--- src/rtl/cpx_spc_pkt_buf_if.sv ---
// CPX return-packet buffer bus: CX3 packet input, consumer pop handshake, and status.
// The master is the CPX/consumer side and the slave is the buffer.
interface cpx_spc_pkt_buf_if #(
  parameter int CPX_WIDTH = 145,
  parameter int DEPTH     = 4
);
  localparam int CNT_W = $clog2(DEPTH) + 1;

  logic [CPX_WIDTH-1:0] cpx_spc_data_cx3;
  logic                 cpx_spc_data_rdy_cx3;
  logic                 cpx_pkt_rd;
  logic                 cpx_pkt_vld;
  logic [CPX_WIDTH-1:0] cpx_pkt_data;
  logic [3:0]           cpx_pkt_rtntyp;
  logic [CNT_W-1:0]     cpx_buf_cnt;
  logic                 cpx_buf_hwm;
  logic                 cpx_buf_ovf_err;

  modport master (
    output cpx_spc_data_cx3, cpx_spc_data_rdy_cx3, cpx_pkt_rd,
    input  cpx_pkt_vld, cpx_pkt_data, cpx_pkt_rtntyp,
           cpx_buf_cnt, cpx_buf_hwm, cpx_buf_ovf_err
  );

  modport slave (
    input  cpx_spc_data_cx3, cpx_spc_data_rdy_cx3, cpx_pkt_rd,
    output cpx_pkt_vld, cpx_pkt_data, cpx_pkt_rtntyp,
           cpx_buf_cnt, cpx_buf_hwm, cpx_buf_ovf_err
  );
endinterface

--- src/rtl/cpx_spc_pkt_buf.sv ---
// Core-side CPX return-packet FIFO with a registered head, a high-water flag
// and a sticky overflow error (the CPX cannot be back-pressured).
module cpx_spc_pkt_buf #(
  parameter int DEPTH     = 4,
  parameter int HWM       = 3,
  parameter int CPX_WIDTH = 145
) (
  input logic              rclk,
  input logic              arst_l,
  cpx_spc_pkt_buf_if.slave bus
);
  localparam int PTR_W = $clog2(DEPTH);
  localparam int CNT_W = PTR_W + 1;

  logic [CPX_WIDTH-1:0] mem [DEPTH];
  logic [PTR_W-1:0]     wp, rp, wp_nxt, rp_nxt;
  logic [CNT_W-1:0]     cnt, cnt_nxt;
  logic [CPX_WIDTH-1:0] data_q, head_nxt;
  logic                 hwm_q, ovf_q;
  logic                 enq, deq, full, wr_en, drop;

  assign enq   = bus.cpx_spc_data_rdy_cx3 & bus.cpx_spc_data_cx3[CPX_WIDTH-1];
  assign deq   = bus.cpx_pkt_rd & (cnt != '0);
  assign full  = (cnt == CNT_W'(DEPTH));
  // At full, a write is only accepted when a dequeue frees the head slot.
  assign wr_en = enq & (~full | deq);
  assign drop  = enq & full & ~deq;

  always_comb begin
    cnt_nxt = cnt;
    if (wr_en && !deq)
      cnt_nxt = cnt + CNT_W'(1);
    else if (deq && !wr_en)
      cnt_nxt = cnt - CNT_W'(1);
  end

  assign wp_nxt = wr_en ? wp + PTR_W'(1) : wp;
  assign rp_nxt = deq   ? rp + PTR_W'(1) : rp;

  // The next head may be the packet being written this very edge.
  assign head_nxt = (wr_en && (wp == rp_nxt)) ? bus.cpx_spc_data_cx3 : mem[rp_nxt];

  always_ff @(posedge rclk) begin
    if (wr_en)
      mem[wp] <= bus.cpx_spc_data_cx3;
  end

  always_ff @(posedge rclk or negedge arst_l) begin
    if (!arst_l) begin
      wp     <= '0;
      rp     <= '0;
      cnt    <= '0;
      data_q <= '0;
      hwm_q  <= 1'b0;
      ovf_q  <= 1'b0;
    end else begin
      wp    <= wp_nxt;
      rp    <= rp_nxt;
      cnt   <= cnt_nxt;
      hwm_q <= (cnt_nxt >= CNT_W'(HWM));
      if (drop)
        ovf_q <= 1'b1;
      // Hold the head while empty so it never goes back to stale storage.
      if (cnt_nxt != '0)
        data_q <= head_nxt;
    end
  end

  assign bus.cpx_pkt_vld     = (cnt != '0);
  assign bus.cpx_pkt_data    = data_q;
  assign bus.cpx_pkt_rtntyp  = data_q[CPX_WIDTH-2 -: 4];
  assign bus.cpx_buf_cnt     = cnt;
  assign bus.cpx_buf_hwm     = hwm_q;
  assign bus.cpx_buf_ovf_err = ovf_q;
endmodule

--- src/flat_wrapper.sv ---
// flat-port wrapper written by rule: the top's interface ports become plain ports
module cpx_spc_pkt_buf_flat 
#(
  parameter int DEPTH     = 4,
  parameter int HWM       = 3,
  parameter int CPX_WIDTH = 145
)
  (rclk, arst_l, bus_cpx_spc_data_cx3, bus_cpx_spc_data_rdy_cx3, bus_cpx_pkt_rd, bus_cpx_pkt_vld, bus_cpx_pkt_data, bus_cpx_pkt_rtntyp, bus_cpx_buf_cnt, bus_cpx_buf_hwm, bus_cpx_buf_ovf_err);
  cpx_spc_pkt_buf_if #(.CPX_WIDTH(CPX_WIDTH), .DEPTH(DEPTH)) bus_i ();
  input logic rclk;
  input logic arst_l;
  input wire logic [$bits(bus_i.cpx_spc_data_cx3)-1:0] bus_cpx_spc_data_cx3;
  input wire logic [$bits(bus_i.cpx_spc_data_rdy_cx3)-1:0] bus_cpx_spc_data_rdy_cx3;
  input wire logic [$bits(bus_i.cpx_pkt_rd)-1:0] bus_cpx_pkt_rd;
  output wire logic [$bits(bus_i.cpx_pkt_vld)-1:0] bus_cpx_pkt_vld;
  output wire logic [$bits(bus_i.cpx_pkt_data)-1:0] bus_cpx_pkt_data;
  output wire logic [$bits(bus_i.cpx_pkt_rtntyp)-1:0] bus_cpx_pkt_rtntyp;
  output wire logic [$bits(bus_i.cpx_buf_cnt)-1:0] bus_cpx_buf_cnt;
  output wire logic [$bits(bus_i.cpx_buf_hwm)-1:0] bus_cpx_buf_hwm;
  output wire logic [$bits(bus_i.cpx_buf_ovf_err)-1:0] bus_cpx_buf_ovf_err;
  assign bus_i.cpx_spc_data_cx3 = bus_cpx_spc_data_cx3;
  assign bus_i.cpx_spc_data_rdy_cx3 = bus_cpx_spc_data_rdy_cx3;
  assign bus_i.cpx_pkt_rd = bus_cpx_pkt_rd;
  assign bus_cpx_pkt_vld = bus_i.cpx_pkt_vld;
  assign bus_cpx_pkt_data = bus_i.cpx_pkt_data;
  assign bus_cpx_pkt_rtntyp = bus_i.cpx_pkt_rtntyp;
  assign bus_cpx_buf_cnt = bus_i.cpx_buf_cnt;
  assign bus_cpx_buf_hwm = bus_i.cpx_buf_hwm;
  assign bus_cpx_buf_ovf_err = bus_i.cpx_buf_ovf_err;
  cpx_spc_pkt_buf #(.DEPTH(DEPTH), .HWM(HWM), .CPX_WIDTH(CPX_WIDTH)) u_core (.rclk(rclk), .arst_l(arst_l), .bus(bus_i));
endmodule
--- config.mk ---
export PLATFORM = sky130hd
export DESIGN_NAME = cpx_spc_pkt_buf_flat
export DESIGN_NICKNAME = d
export VERILOG_FILES = /design/src/rtl/cpx_spc_pkt_buf_if.sv /design/src/rtl/cpx_spc_pkt_buf.sv /design/src/flat_wrapper.sv
export SDC_FILE = /design/constraint.sdc
export NUM_CORES = 1
export LEC_CHECK = 0
export CORE_ASPECT_RATIO = 1.5
export CORE_UTILIZATION = 35
export CTS_BUF_LIST = sky130_fd_sc_hd__clkbuf_8 sky130_fd_sc_hd__clkbuf_16
export CTS_CLUSTER_DIAMETER = 80
export DETAILED_ROUTE_END_ITERATION = 10
export MAX_ROUTING_LAYER = met4
export SLEW_MARGIN = 20
export SYNTH_ARGS = -nofsm -noshare
export SYNTH_HDL_FRONTEND = slang
export SYNTH_SLANG_ARGS = --single-unit
--- constraint.sdc ---
create_clock -name rclk -period 5.89 [get_ports rclk]
set_input_delay 0.8835 -clock rclk [delete_from_list [all_inputs] [get_ports rclk]]
set_output_delay 0.8835 -clock rclk [all_outputs]
set_load 0.05 [all_outputs]
# Yosys cells after proc, flatten, opt, wreduce, memory -nomap -nowiden
# Memory sizes are Yosys's and may differ from the RTL's. A register that Yosys moved wholly into a read port is not among the register bits.
# Index checks and enable logic that the tools add are counted.
[totals] regBits=9 latch_bits=0 ram_bits=580 mem_bits_ro=0 inputBits=149 output_inout_bits=155 wordCells=32 mem_count=1
[memory_table] name="u_core.mem" words=4 word_bits=145 read_ports=1 rd_ports_with_merged_regs=1 write_ports=1 line="cpx_spc_pkt_buf.sv:15" text="logic [CPX_WIDTH-1:0] mem [DEPTH];"
[op_classes] addsub=4 n_mul=0 n_div=0 order_cmp=1 n_eq_ne=1 shifts=0 n_mux=5 bitwise=8 reduce_logical=7
[ops] cell="3-bit two-way mux" n=2
[ops] cell="3-bit nonzero test" n=2
[ops] cell="1-bit bitwise AND" n=5
[ops] cell="2-bit by 1-bit adder with 2-bit output (second input constant)" n=2
[ops] cell="3-bit by 1-bit adder with 3-bit output (second input constant)" n=1
[ops] cell="3-bit == test (second input constant)" n=1
[ops] cell="3-bit by 2-bit >= comparator with 1-bit output (second input constant)" n=1
[ops] cell="1-bit zero test" n=3
[ops] cell="3-bit by 1-bit subtractor with 3-bit output (second input constant)" n=1
[ops] cell="1-bit logical AND" n=2
[ops] cell="1-bit two-way mux" n=2
[ops] cell="2-bit two-way mux" n=1
[ops] cell="1-bit NOT" n=2
[ops] cell="1-bit OR" n=1

# Longest topological paths before layout
# Gate-level depths: netlist (run 1).
[logic_depth] ltp_word=9 mapped_depth=13 depth_no_buf=9

# Worst setup path after synthesis (run 1)
# No wires, ideal clock.
[synth_path] path_kind="register to register" start="register u_core.cnt[0], in the netlist u_core.bus.cpx_buf_cnt[0]" end="memory u_core.mem[1][0], enable pin" setup_ns=0.522 t_arrival_ns=4.780 required_time_ns=5.368 setup_slack_ns=0.588 path_stages_with_launch=7 path_buffers=0 synth_period_minus_slack_ns=5.302 path_cell_list="dfrtp_1 inv_1 ha_1 nand2_1 nor2_1 nor2_1 and2_1"
[synth_via] elab_chain_len=6 word_cells_on_any_way=8 cone_classes="eq/ne (1); mux (2); bitwise (4); reduce/logical (1)"
[synth_lines] element="start: declaration" line="cpx_spc_pkt_buf.sv:17" text="logic [CNT_W-1:0] cnt, cnt_nxt;"
[synth_lines] element="start signal: assignment" line="cpx_spc_pkt_buf.sv:59" text="cnt <= cnt_nxt;"
[synth_lines] element="3-bit nonzero test or 3-bit == test (tied branches)" line="cpx_spc_pkt_buf.sv:23, cpx_spc_pkt_buf.sv:24"
[synth_lines] element="1-bit bitwise AND or 1-bit NOT (tied branches)" line="cpx_spc_pkt_buf.sv:23, cpx_spc_pkt_buf.sv:26"
[synth_lines] element="1-bit OR (*)" line="cpx_spc_pkt_buf.sv:26" text="assign wr_en = enq & (~full | deq);"
[synth_lines] element="1-bit bitwise AND (*)" line="cpx_spc_pkt_buf.sv:26"
[synth_lines] element="1-bit two-way mux (*)" line="cpx_spc_pkt_buf.sv:44" text="if (wr_en)"
[synth_lines] element="1-bit two-way mux (implied by the code) (*)" line="cpx_spc_pkt_buf.sv:45" text="mem[wp] <= bus.cpx_spc_data_cx3;"
[synth_lines] element="end: declaration" line="cpx_spc_pkt_buf.sv:15"
# Every way passes the cells marked *; elsewhere a longest branch is shown, timed or not.

# Worst setup path after layout (run 1)
[layout_path] start="register u_core.cnt[0], in the netlist u_core.bus.cpx_buf_cnt[0]" end="register u_core.data_q[88], in the netlist u_core.bus.cpx_pkt_data[88] (read register of u_core.mem)"
[layout_via] elab_chain_len=9 word_cells_on_any_way=16 cone_classes="add/sub (2); eq/ne (1); mux (3); bitwise (4); reduce/logical (6)"
[layout_lines] element="3-bit nonzero test or 3-bit == test (tied branches)" line="cpx_spc_pkt_buf.sv:23, cpx_spc_pkt_buf.sv:24"
[layout_lines] element="1-bit bitwise AND or 1-bit NOT (tied branches)" line="cpx_spc_pkt_buf.sv:23, cpx_spc_pkt_buf.sv:26"
[layout_lines] element="1-bit OR" line="cpx_spc_pkt_buf.sv:26"
[layout_lines] element="1-bit bitwise AND" line="cpx_spc_pkt_buf.sv:26"
[layout_lines] element="1-bit zero test" line="cpx_spc_pkt_buf.sv:33" text="else if (deq && !wr_en)"
[layout_lines] element="1-bit logical AND" line="cpx_spc_pkt_buf.sv:33"
[layout_lines] element="3-bit two-way mux" line="cpx_spc_pkt_buf.sv:33"
[layout_lines] element="3-bit two-way mux" line="cpx_spc_pkt_buf.sv:31" text="if (wr_en && !deq)"
[layout_lines] element="3-bit nonzero test" line="cpx_spc_pkt_buf.sv:64" text="if (cnt_nxt != '0)"
[layout_lines] element="end: declaration" line="cpx_spc_pkt_buf.sv:18" text="logic [CPX_WIDTH-1:0] data_q, head_nxt;"
# Parallel ways exist; a longest one is shown, timed or not.
# A chain may end at the register's enable or synchronous reset.

==> results of run 1 <==
## cell families after synthesis
| logic type | count (synthesis) |
|---|---|
| mux | 289 |
| flops | 734 |
| buf+inv | 251 |
| xor+xnor | 4 |
| compound gates | 593 |
| fa+ha+maj | 7 |
| simple gates | 747 |
## registers in the layout, indices dropped and copies added, names as in the netlist
signal,count
u_core.mem,580
u_core.bus.cpx_buf_hwm,1
u_core.bus.cpx_pkt_data,145
u_core.bus.cpx_buf_ovf_err,1
u_core.rp,2
u_core.wp,2
u_core.bus.cpx_buf_cnt,3
## stage by stage
step                      total power (uW)  hold slack (ps)  utilization, %  std cells  setup slack [ps]
after floorplan                      14700              527               -       2625               588
after global placement               17700              448            39.7       3983              1680
after detailed placement             18000              448            39.7       3983              1610
after CTS                            23000              318            42.3       4119              1860
after global routing                 23900              367            42.4       4129              1620
final                                22800              314            42.4       4133              1800
## power groups by stage
stage,logic (uW),clock network (uW),registers (uW)
after floorplan,5630,0,9070
after global placement,10300,0,7390
after detailed placement,10600,0,7450
after CTS,10600,4990,7350
after global routing,11300,5180,7450
final,10500,4880,7350
## worst max path at each step
stage	start	endpoint	slack, ps	cells past startpoint
floorplan	u_core.bus.cpx_buf_cnt[0]$_DFF_PN0_	u_core.mem[1][0]$_DFFE_PP_	590	6
global placement	bus_cpx_pkt_rd	u_core.bus.cpx_pkt_data[26]$_DFFE_PN0P_	1680	8
detailed placement	bus_cpx_pkt_rd	u_core.bus.cpx_pkt_data[33]$_DFFE_PN0P_	1610	8
CTS	u_core.bus.cpx_buf_cnt[0]$_DFF_PN0_	u_core.bus.cpx_pkt_data[88]$_DFFE_PN0P_	1860	11
global route	u_core.bus.cpx_buf_cnt[0]$_DFF_PN0_	u_core.bus.cpx_pkt_data[80]$_DFFE_PN0P_	1620	11
finish	u_core.bus.cpx_buf_cnt[0]$_DFF_PN0_	u_core.bus.cpx_pkt_data[88]$_DFFE_PN0P_	1800	11
## final cells by class
class	count	area share [%]
inverter	7	0.0721
multi-input combinational	1640	27.4
tap	1260	3.95
clock buffer	83	5.04
timing repair buffer	342	8.91
clock inverter	53	1.22
sequential	734	53.3
antenna	14	0.0878
## cell usage in the layout (no fill, tap or decap), drive strengths merged, types with 2 or more instances in the layout
| master | synthesis | final |
|---|---|---|
| nand4 | 2 | 2 |
| a311oi | 144 | 144 |
| dfrtp | 154 | 154 |
| a221o | 144 | 144 |
| mux2i | 144 | 144 |
| clkbuf | 155 | 84 |
| a31oi | 145 | 145 |
| o21ai | 2 | 2 |
| mux2 | 144 | 144 |
| and2 | 5 | 5 |
| and3 | 145 | 145 |
| buf | 89 | 39 |
| diode | 0 | 14 |
| inv | 7 | 23 |
| a21oi | 147 | 147 |
| xnor2 | 4 | 4 |
| nand2 | 295 | 295 |
| edfxtp | 580 | 580 |
| clkinvlp | 0 | 4 |
| ha | 7 | 7 |
| o211ai | 2 | 2 |
| o221ai | 2 | 2 |
| clkinv | 0 | 25 |
| nor2 | 291 | 291 |
| a21o | 2 | 2 |
| clkdlybuf4s50 | 0 | 302 |
| bufinv | 0 | 8 |
## worst reg2reg max path: stages (launching register included)
cell and delay (ps):
dfrtp_1 470, inv_1 130, ha_1 220, nor2b_1 350, inv_2 110, nand2_4 320, buf_4 720, buf_4 740
and3_1 300, a311oi_1 70, a221o_1 390, a31oi_1 180
## layer usage
metal  vias up  GRT usage [%]  wire (microns)
li1      10500              -               -
met1     12000           23.6           39800
met2       672           34.7           49000
met3       150           3.45            5050
met4         0           8.20            2630
met5         -              -               0
==> reports/metrics.yaml, run 1 <==
outcome: "finished, violations left"
violations: "design-rule violations"
yosysTopAreaCellShare_pct: 52.4
place.port_buffers: 303
rsz0062_at_grt: "no"
r2r-start: "u_core.bus.cpx_buf_cnt[0]$_DFF_PN0_"
dieArea_sq_mm: 0.0961
nFillCells: 8493
syn_nets: 2781
row_count: 138
vias: 23300
drt_iter0_drc: 1749
min_path_type: "in -> async"
powerDensity_mw_per_mm2: 571
post_cts.repair.setup_buffers: 0
grt_max_degree: 190
synth_common_cells: "580 x edfxtp_1, 295 x nand2_1, 291 x nor2_1, 155 x clkbuf_1, 154 x dfrtp_1"
layout-drive-gt1-share_pct: 11.1
register_area_sq_mm: 0.0213
p_comb_share_pct: 46.3
crit_chain: "inv_1, ha_1, nor2b_1, inv_2, nand2_4, buf_4, buf_4, and3_1, a311oi_1, a221o_1, a31oi_1"
cts_max_level: 3
cp_common_cell: "buf_4"
async_reset_ff_share_pct: 21.0
multi_input_area_sq_mm: 0.0109
synth_warnings: 0
worstPathRequired_ps: 6460
syn_area_sq_mm: 0.0332
synth_largest_area_cell: "edfxtp_1"
track_usage_pct: 20.3
yosys.area_share.simple_pct: 9.66
synth_cell_types: 41
p_clk_share_pct: 21.4
core-area_sq_mm: 0.0941
cts_tree: "done"
synth_seq_cells: 734
gp_congestion: 0.769
ant_nets: 0
vias_per_cell: 5.64
die_width_microns: 254
p_leak_uw: 0.0140
cp.arrival_ps: 4660
finalMaxSlewViolations: 0
cts_buffer_depth: 3
clkTransAtPathRegs_ps: 70
synth_compound_gate_area_share_pct: 13.4
worst_setup_path_start_kind: "flop"
critical_path_class: "reg -> reg"
tns_ps: 0
ir_drop_mv: 0.640
ff2ff_path_depth: 11
clkLatencyLatePin_ps: 660
detailed_place_hpwl_microns: 51100
slew-limit-headroom_pct: 18.2
fin_area_sq_mm: 0.0399
grt_pass1_vias: 24500
p_int_uw: 13400
period_minus_slack_ps: 4090
path_buf_inv: 4
r2r_end: "u_core.bus.cpx_pkt_data[88]$_DFFE_PN0P_"
grt_pass1_wl_microns: 145000
wl_microns: 96400
dpl_cell_area_sq_mm: 0.0374
setup_violations: 0
synth_xor_area_share_pct: 0.105
syn_avg_cell_area_sq_um: 12.7
drtPass1Iterations: 10
wl_per_cell_microns: 23.3
ys_seq_area_share_pct: 64.1
cts_buffers: 74
die_h_microns: 379
nNetsFinal: 2955
synth_most_common_cell: "edfxtp_1"
max_freq_ghz: 0.245
cts_resized: 0
ys.flop_type: "edfxtp_1"
grt-ovfl-total: 0
syn_inst: 2625
synthMuxAreaShare_pct: 9.29
p_seq_share_pct: 32.3
switchingPower_uw: 9410
numClockSinks: 734
area_growth_pct: 20.1
crit_path_end_kind: "flop"
synthAdderAreaFrac_pct: 0.264
slowest_delay_ps: 700
worst_slew_pin_slew_ps: 1230
reg2reg_setup_slack_ps: 1800
hold_buffers: 0
period_share_pct: 69.4
sw_frac_of_total_pct: 41.3
cp_top_family: "buffers and inverters"
fin_worst_skew_ps: 18.0
io_pins: 304
synth_area_leaders: "edfxtp_1 52%, dfrtp_1 12%, mux2_2 4.9%"
hold_viol: 0
drv_cap: 0
drc: 2
synth_edf_count: 580
antenna_found_initial: 10
synth_top_family_by_area: "compound AO/OA/AOI/OAI gates"
cts-root-buf: "clkbuf_16"
crit_fanout: 77
crit_slowest_cell: "buf_4"
start_util_pct: 35.3
No activity file was read; power rests on OpenSTA's default activity.
==> inputs of run 2 (changes only) <==
clock period = 4 ns   (was 5.89 ns; I/O delays follow)
==> run 2 against run 1 <==
Compared with the run above:
- the run now ends clean
- worst setup slack lost 1000 ps
- clock skew is 3.6 ps higher
- die area unchanged
- count of clock-buffer cells in the layout is 2 higher
- cell count rose by 0.34%
- clock power rose by 47%
- sequential cell count stayed put
- wire length fell by 0.11%
- total power is 48% higher
- global-route usage down 0.081 points
- core utilization rose by 0.27 points
- sequential power grew 46%
==> reports/metrics.yaml, run 2 (synthesis gave the netlist of run 1 again) <==
outcome: "finished, final reports clean"
final_cells: 4147  # +0.34%
r2r_end: "u_core.bus.cpx_pkt_data[39]$_DFFE_PN0P_"
period_share_pct: 80.3
slew-limit-headroom_pct: 20.2  # +2.0 points
grt_pass1_vias: 24200  # -1.2%
p_comb_share_pct: 47.0  # +0.7 points
ff2ff_path_depth: 10  # -1
layout-drive-gt1-share_pct: 11.1  # +0.031 points
crit_path_end_kind: "primary output"
numClockSinks: 734  # unchanged
sw_frac_of_total_pct: 41.2  # -0.16 points
core-area_sq_mm: 0.0941  # unchanged
tns_ps: 0  # unchanged
power_uw: 33700  # +48%
grt-ovfl-total: 0  # unchanged
hold_viol: 0  # unchanged
drt_iter0_drc: 1803  # +3.1%
largest-register: "u_core.mem"
worst_setup_path_start_kind: "flop"
slowest_delay_ps: 730  # +30 ps
preCtsSetupSlack_ps: 621  # -987 ps
dieArea_sq_mm: 0.0961  # unchanged
finalMaxSlewViolations: 0  # unchanged
crit_fanout: 7  # -91%
critical_path.startpoint: "u_core.bus.cpx_buf_cnt[0]$_DFF_PN0_"
rsz0062_at_grt: "no"
fin_worst_skew_ps: 21.6  # +3.62 ps
crit_chain: "inv_1, ha_1, nor2b_1, inv_2, clkdlybuf4s50_1"
fin_area_sq_mm: 0.0401  # +0.65%
die_width_microns: 254  # unchanged
switchingPower_uw: 13900  # +47%
path_buf_inv: 3  # -1
clkTransAtPathRegs_ps: 60  # about the same
vias_per_cell: 5.62  # -0.33%
cp.arrival_ps: 2610  # -2050 ps
setup_ws_ps: 787  # -1010 ps
gp_congestion: 0.777  # +1.1%
area_growth_pct: 20.9
ant_nets: 0  # unchanged
ir_drop_mv: 0.681  # +6.4%
p_leak_uw: 0.0141  # +0.83%
worst-path-stages: 5  # -6
vias: 23300  # +0.0086%
grt_pass1_wl_microns: 144000  # -0.29%
endpoint: "bus_cpx_pkt_vld"
powerDensity_mw_per_mm2: 839  # +47%
worst_slew_pin_slew_ps: 1200  # -30.6 ps
row_count: 138  # unchanged
post_cts.repair.setup_buffers: 0  # unchanged
p_clk_share_pct: 21.3  # about the same
die_h_microns: 379  # unchanged
dpl_cell_area_sq_mm: 0.0376  # +0.58%
dp_cells: 3990  # +0.18%
cts-root-buf: "clkbuf_16"
track_usage_pct: 20.2  # -0.081 points
nNetsFinal: 2966  # +0.37%
worstPathRequired_ps: 3400  # -3060 ps
place.port_buffers: 303  # unchanged
start_util_pct: 35.3  # unchanged
cp_top_family: "buffers and inverters"
cts_buffer_depth: 3  # unchanged
p_seq_share_pct: 31.7  # -0.6 points
setup_violations: 0  # unchanged
register_area_sq_mm: 0.0213  # unchanged
io_pins: 304  # unchanged
wl_microns: 96300  # -0.11%
drv_cap: 0  # unchanged
reg2reg_setup_slack_ps: 830  # -970 ps
hold_buffers: 0  # unchanged
multi_input_area_sq_mm: 0.0109  # unchanged
detailed_place_hpwl_microns: 52300  # +2.3%
largest_reg_flops: 580  # unchanged
cts_buffers: 77  # +4.1%
cts_max_level: 3  # unchanged
cts_resized: 0  # unchanged
drc: 0  # -2
max_freq_ghz: 0.311
mostFrequentLayoutCells: "580 x edfxtp_1, 302 x clkdlybuf4s50_1, 294 x nand2_1"
period_minus_slack_ps: 3210
clkLatencyLatePin_ps: 660  # about the same
crit_slowest_cell: "clkdlybuf4s50_1"
critical_path_class: "reg -> out"
nFillCells: 8518  # +0.29%
drtPass1Iterations: 5  # -5
grt_max_degree: 187  # -1.6%
r2r-start: "u_core.bus.cpx_buf_cnt[0]$_DFF_PN0_"
wl_per_cell_microns: 23.2  # -0.44%
antenna_found_initial: 18  # +8
min_path_type: "in -> async"
p_int_uw: 19800  # +48%
cts_tree: "done"
final_common_cell: "edfxtp_1"
run 2: changes by cell type in the layout (fill, tap and decap cells not counted), sizes merged:
| cell | delta |
|---|---|
| buf | +8 |
| clkinvlp | -2 |
| bufinv | -1 |
| inv | +4 |
| diode | +4 |
| clkinv | -1 |
| clkbuf | +2 |
run 2: power by group through the flow:
stage | Combinational [uW] | Sequential [uW] | Clock [uW]
CTS | 15900 | 10700 | 7340
floorplan | 8290 | 13300 | 0
global route | 16900 | 10800 | 7620
detailed placement | 15800 | 10800 | 0
finish | 15800 | 10700 | 7170
global placement | 15400 | 10700 | 0
run 2: worst min-delay path by stage:
stage               slack (ps)                                       to
global placement           450   u_core.bus.cpx_buf_ovf_err$_DFFE_PN0P_
floorplan                  300      u_core.bus.cpx_buf_cnt[0]$_DFF_PN0_
global route               100  u_core.bus.cpx_pkt_data[54]$_DFFE_PN0P_
detailed placement         450   u_core.bus.cpx_buf_ovf_err$_DFFE_PN0P_
finish                      70  u_core.bus.cpx_pkt_data[42]$_DFFE_PN0P_
CTS                         90  u_core.bus.cpx_pkt_data[32]$_DFFE_PN0P_
run 2: layout make-up:
cell class	instances	share of cell area [%]
Clock buffer	85	5.13
Clock inverter	53	1.10
Sequential cell	734	53.0
Antenna cell	18	0.112
Inverter	7	0.0717
Timing Repair Buffer	350	9.46
Tap cell	1260	3.93
Multi-Input combinational cell	1640	27.2
run 2: per-stage QoR:
step	hold slack, ps	util, %
floorplan	304	-
detailed placement	453	39.9
CTS	85.8	42.6
finish	67.8	42.7
global placement	452	39.9
global route	97.3	42.7
run 2: routing by layer:
layer | vias up | global-route usage (%) | wire (microns)
met2 | 785 | 33.1 | 48100
met3 | 177 | 3.77 | 5720
met4 | 0 | 10.3 | 3590
met1 | 11800 | 23.7 | 38900
li1 | 10500 | - | -
met5 | - | - | 0
